===== config.mk =====
export PLATFORM = sky130hd
export DESIGN_NAME = cla_sub_64_pipe
export DESIGN_NICKNAME = d
export VERILOG_FILES = /design/src/rtl/cla_sub_64_pipe.sv
export SDC_FILE = /design/constraint.sdc
export NUM_CORES = 1
export LEC_CHECK = 0
export CORE_ASPECT_RATIO = 0.5
export CORE_MARGIN = 10
export CORE_UTILIZATION = 50
export CTS_BUF_LIST = sky130_fd_sc_hd__clkbuf_4 sky130_fd_sc_hd__clkbuf_8
export CTS_CLUSTER_SIZE = 12
export DETAILED_ROUTE_END_ITERATION = 8
export PLACE_DENSITY = 0.72
export SLEW_MARGIN = 10
export SYNTH_ARGS = -nofsm -noshare
export SYNTH_HDL_FRONTEND = slang
export SYNTH_SLANG_ARGS = --single-unit

===== constraint.sdc =====
create_clock -name clock -period 2.85 [get_ports clock]
set_clock_uncertainty 0.05 [all_clocks]
set_input_delay 0.285 -clock clock [delete_from_list [all_inputs] [get_ports clock]]
set_output_delay 0.285 -clock clock [all_outputs]
set_load 0.005 [all_outputs]

===== src/rtl/cla_sub_64_pipe.sv =====
// Pipelined two's-complement subtractor: diff = op1 + ~op2 + 1, one SLICE-bit
// carry-lookahead slice resolved per stage, valid/ready handshake at both ends.
module cla_sub_64_pipe #(
  parameter int unsigned WIDTH = 64,
  parameter int unsigned SLICE = 16
) (
  input  logic             clock,
  input  logic             reset,
  input  logic             in_valid,
  output logic             in_ready,
  input  logic [WIDTH-1:0] op1,
  input  logic [WIDTH-1:0] op2,
  output logic             out_valid,
  input  logic             out_ready,
  output logic [WIDTH-1:0] diff,
  output logic             borrow,
  output logic             ovf
);

  localparam int unsigned STAGES = WIDTH / SLICE;
  localparam int unsigned LAST   = STAGES - 1;

  // Parallel-prefix (Kogge-Stone) carry lookahead over one slice; returns {cout, sum}.
  function automatic logic [SLICE:0] cla_slice(
    input logic [SLICE-1:0] a,
    input logic [SLICE-1:0] b,
    input logic             cin
  );
    logic [SLICE-1:0] p;
    logic [SLICE-1:0] gg;
    logic [SLICE-1:0] pp;
    logic [SLICE-1:0] c;
    p  = a ^ b;
    gg = a & b;
    pp = p;
    for (int d = 1; d < int'(SLICE); d = d * 2) begin
      for (int i = int'(SLICE) - 1; i >= d; i--) begin
        gg[i] = gg[i] | (pp[i] & gg[i-d]);
        pp[i] = pp[i] & pp[i-d];
      end
    end
    c[0] = cin;
    for (int i = 1; i < int'(SLICE); i++) begin
      c[i] = gg[i-1] | (pp[i-1] & cin);
    end
    return {gg[SLICE-1] | (pp[SLICE-1] & cin), p ^ c};
  endfunction

  // Inter-stage registers for stages 1..STAGES-1; the last stage is the output register.
  logic [STAGES-2:0] r_vld;
  logic [STAGES-2:0] r_c;
  logic [WIDTH-1:0]  r_a [STAGES-1];
  logic [WIDTH-1:0]  r_b [STAGES-1];
  logic [WIDTH-1:0]  r_s [STAGES-1];

  logic              w_adv;
  logic              w_ovf;
  logic [STAGES-1:0] w_ci;
  logic [STAGES-1:0] w_co;
  logic [WIDTH-1:0]  w_ai [STAGES];
  logic [WIDTH-1:0]  w_bi [STAGES];
  logic [WIDTH-1:0]  w_si [STAGES];
  logic [WIDTH-1:0]  w_so [STAGES];
  logic [SLICE-1:0]  w_sl [STAGES];

  assign w_adv    = ~out_valid | out_ready;
  assign in_ready = w_adv;

  // Stage operand sources: the input port feeds stage 1, each later stage its predecessor.
  always_comb begin
    w_ai[0] = op1;
    w_bi[0] = ~op2;
    w_ci[0] = 1'b1;
    w_si[0] = '0;
    for (int k = 1; k < int'(STAGES); k++) begin
      w_ai[k] = r_a[k-1];
      w_bi[k] = r_b[k-1];
      w_ci[k] = r_c[k-1];
      w_si[k] = r_s[k-1];
    end
  end

  // Each stage resolves its own slice and merges it into the finished low bits.
  always_comb begin
    for (int k = 0; k < int'(STAGES); k++) begin
      {w_co[k], w_sl[k]} = cla_slice(w_ai[k][k*SLICE +: SLICE], w_bi[k][k*SLICE +: SLICE],
                                     w_ci[k]);
      w_so[k] = w_si[k];
      w_so[k][k*SLICE +: SLICE] = w_sl[k];
    end
  end

  // Operand MSBs ride along unresolved, so the original op1/op2 signs are still visible here.
  assign w_ovf = (w_ai[LAST][WIDTH-1] ^ ~w_bi[LAST][WIDTH-1])
               & (w_so[LAST][WIDTH-1] ^ w_ai[LAST][WIDTH-1]);

  always_ff @(posedge clock or negedge reset) begin
    if (!reset) begin
      r_vld     <= '0;
      r_c       <= '0;
      for (int k = 0; k < int'(STAGES) - 1; k++) begin
        r_a[k] <= '0;
        r_b[k] <= '0;
        r_s[k] <= '0;
      end
      out_valid <= 1'b0;
      diff      <= '0;
      borrow    <= 1'b0;
      ovf       <= 1'b0;
    end else if (w_adv) begin
      r_vld[0] <= in_valid;
      for (int k = 1; k < int'(STAGES) - 1; k++) begin
        r_vld[k] <= r_vld[k-1];
      end
      for (int k = 0; k < int'(STAGES) - 1; k++) begin
        r_a[k] <= w_ai[k];
        r_b[k] <= w_bi[k];
        r_s[k] <= w_so[k];
        r_c[k] <= w_co[k];
      end
      out_valid <= r_vld[STAGES-2];
      diff      <= w_so[LAST];
      borrow    <= ~w_co[LAST];
      ovf       <= w_ovf;
    end
  end

endmodule


==> metrics.txt <==
status finished clean; final core utilization 0.6303; RePlAce Congestion 0.8370; vias in the first global route 11469; Multi-input gate area 6240 µm²; final worst path period need 2.539 ns; syn nets 1938; Slowest-stage cell, CP dfrtp_1; Crit path depth 8; path type of the worst setup path reg -> reg; Post-synth top cells nand2_1 (783), dfrtp_1 (361), nor2_1 (104); flip-flop and latch count after synthesis 361; Slew HR 0.5222; R2R setup slack 0.31 ns; CTS tree done; CTS Buffer Depth 3; TritonRoute pass-1 iters 5; top-count cell post-synth nand2_1; Mapped Area 15660 µm²; min setup slack post-route 0.3108 ns; Yosys warnings 0; number of library cell types mapped by synthesis 50; Ports 200; Slew @ Worst Pin 0.7167 ns; CTS Buf Count 50; Port Buffers 199; worst hold path stage count 3; Syn Inst Count 1738; clk sinks 361; Yosys top cell area share 0.5769; die footprint 39230 µm²; Hold Path Class in -> reg; Hold Vio Cnt, Final 0; Worst Path Required 3.28 ns; final setup violation count 0; fin. max-slew vios 0; top cell family by delay on the critical path compound AO/OA/AOI/OAI gates; fraction of layout cells with a size suffix above 1 0.06329; Post-synth ARST share 1.000; max cap viols 0; CTS clk-pin slew, worst paths 0.07 ns; RR Endpoint ovf$_DFFE_PN0P_; Worst Setup End Kind flip-flop; CP Buf/Inv Count 0; WHS 0.1827 ns; Power Density 1090 nW/µm²; Row Count 45; top cells by area, synth dfrtp_1 (58%), nand2_1 (19%), ha_1 (5.2%); DRC 0; total global routing overflow 0; setup TNS 0 ns; Seq/Total Area, Yosys 0.5769; Max Clk Rate 393.8 MHz; Worst R2R Start r_a[48]$_DFFE_PN0P_; dpl cell area 18250 µm²; Setup crit start kind flip-flop; Core Area 30570 µm²; Avg Cell Area, Syn 9.010 µm²; Setup WS pre-CTS -0.1510 ns; Post-Place Cells 2312; area occupied by registers 9034 µm²; # Post-CTS Setup Buffers 0; number of synthesized flops with an enable pin 0; gr usage total 0.1718; hpwl dp 23660 µm; Final period util 0.8910; Routed WL per cell 14.09 µm; DIE WIDTH 270.3 µm; Vias 11729; Max FO, Critical Path 3; RSZ-0062 raised after global routing no; routed wire length 33780 µm; ant diodes 0; Initial Utilization 0.5122; crit-path max cell delay 0.41 ns; clock root cell clkbuf_8; DR vias/cell 4.891; total power 21.01 mW; DRT iter0 DRCs 644; pin count of the biggest net entering global routing 111; crit path DAT 2.97 ns; Synth-to-Final Area Change 23.05%; Chip Height 145.1 µm; Final Net Count 2142; Leakage 9.545 nW; Worst Hold Launch op1[58]; CP cell instances ha_1 > a211oi_1 > o21ai_0 > a21oi_1 > o21ai_1 > a311o_1 > xnor2_1 > o31ai_1; Fill cells 2654; R2R depth 8; CTS H-tree lvls 2; first-pass GRT wire length 57120 µm; Hold EP r_a[186]$_DFFE_PN0P_; initial antenna violation count 0; final std cells w/o fill 2398; ys flop type dfrtp_1; peak supply drop 0.4315 mV; Final ANT Viol Nets 0; Synth area leader dfrtp_1; Final Cell Area 19270 µm²; worst skew pair latency 0.58 ns
sequential cells by signal, indices dropped and copies added, names as in the netlist:
name,count
r_a,96
out_valid,1
diff,64
r_b,96
borrow,1
r_c,3
ovf,1
r_s,96
r_vld,3
repair_timing:
| item | in CTS | in global routing |
|---|---|---|
| endpoints found under the hold margin | 80 | 0 |
| gates resized for setup | 0 | 1 |
| setup endpoints to repair | 0 | 1 |
| hold buffers | 1 | 0 |
worst max path at each step:
stage                     slack, ns              endpoint           startpoint
after floorplan                0.40  r_s[143]$_DFFE_PN0P_               op1[0]
after global placement        -0.11  r_s[143]$_DFFE_PN0P_               op1[0]
after detailed placement      -0.15  r_s[143]$_DFFE_PN0P_               op1[0]
after CTS                      0.14   r_s[47]$_DFFE_PN0P_  r_a[96]$_DFFE_PN0P_
after global routing           0.13   r_s[47]$_DFFE_PN0P_  r_b[97]$_DFFE_PN0P_
final                          0.31       ovf$_DFFE_PN0P_  r_a[48]$_DFFE_PN0P_
layer usage:
metal | GRT usage | vias up | wire (µm) | share of wire
li1 | - | 5990 | - | -
met1 | 0.2213 | 5533 | 15180 | 0.45
met2 | 0.2961 | 156 | 16880 | 0.50
met3 | 0.03030 | 50 | 1155 | 0.034
met4 | 0.04308 | 0 | 562 | 0.017
met5 | 0 | - | 0 | 0
power breakdown:
| group | leakage (nW) | switching (mW) | internal (mW) |
|---|---|---|---|
| Combinational | 4.71 | 4.52 | 3.81 |
| Clock | 0.548 | 1.85 | 2.20 |
| Sequential | 4.29 | 1.24 | 7.39 |
| Total | 9.55 | 7.61 | 13.4 |
kinds of logic (layout without fill, tap and decap cells):
group                    after synthesis  after routing  share of synthesized area
AND/OR/NAND/NOR                      944            944                     0.2347
flip-flops                           361            361                     0.5769
AO/OA/AOI/OAI                        216            216                    0.08293
buffers and inverters                105            342                    0.02517
adder cells (fa/ha/maj)               68             68                    0.05577
XOR/XNOR                              44             44                    0.02461
cell type report:
type | count | share of cell area
Timing Repair Buffer | 233 | 0.1222
Clock inverter | 2 | 0.0005194
Inverter | 24 | 0.005065
Multi-Input combinational cell | 1272 | 0.3238
Sequential cell | 361 | 0.4688
Clock buffer | 83 | 0.05214
Tap cell | 423 | 0.02747
tightest hold or removal path, cell delays in order:
cell	delay, ns
clkdlybuf4s50_1	0.39
nand2_1	0.05
nand2_1	0.04
cell usage in the layout, fill, tap and decap left out, types with 12 or more instances in the layout:
| cell type | count |
|---|---|
| nor3_1 | 13 |
| clkbuf_4 | 22 |
| nand2_1 | 783 |
| a21o_1 | 12 |
| o21ai_0 | 43 |
| nor2_1 | 104 |
| ha_1 | 65 |
| buf_4 | 25 |
| dfrtp_1 | 361 |
| xor2_1 | 22 |
| o21a_1 | 12 |
| a211oi_1 | 13 |
| a21oi_1 | 93 |
| xnor2_1 | 22 |
| o31ai_1 | 14 |
| clkbuf_8 | 61 |
| inv_1 | 23 |
| clkdlybuf4s50_1 | 198 |
(Power assumes the default switching activity.)
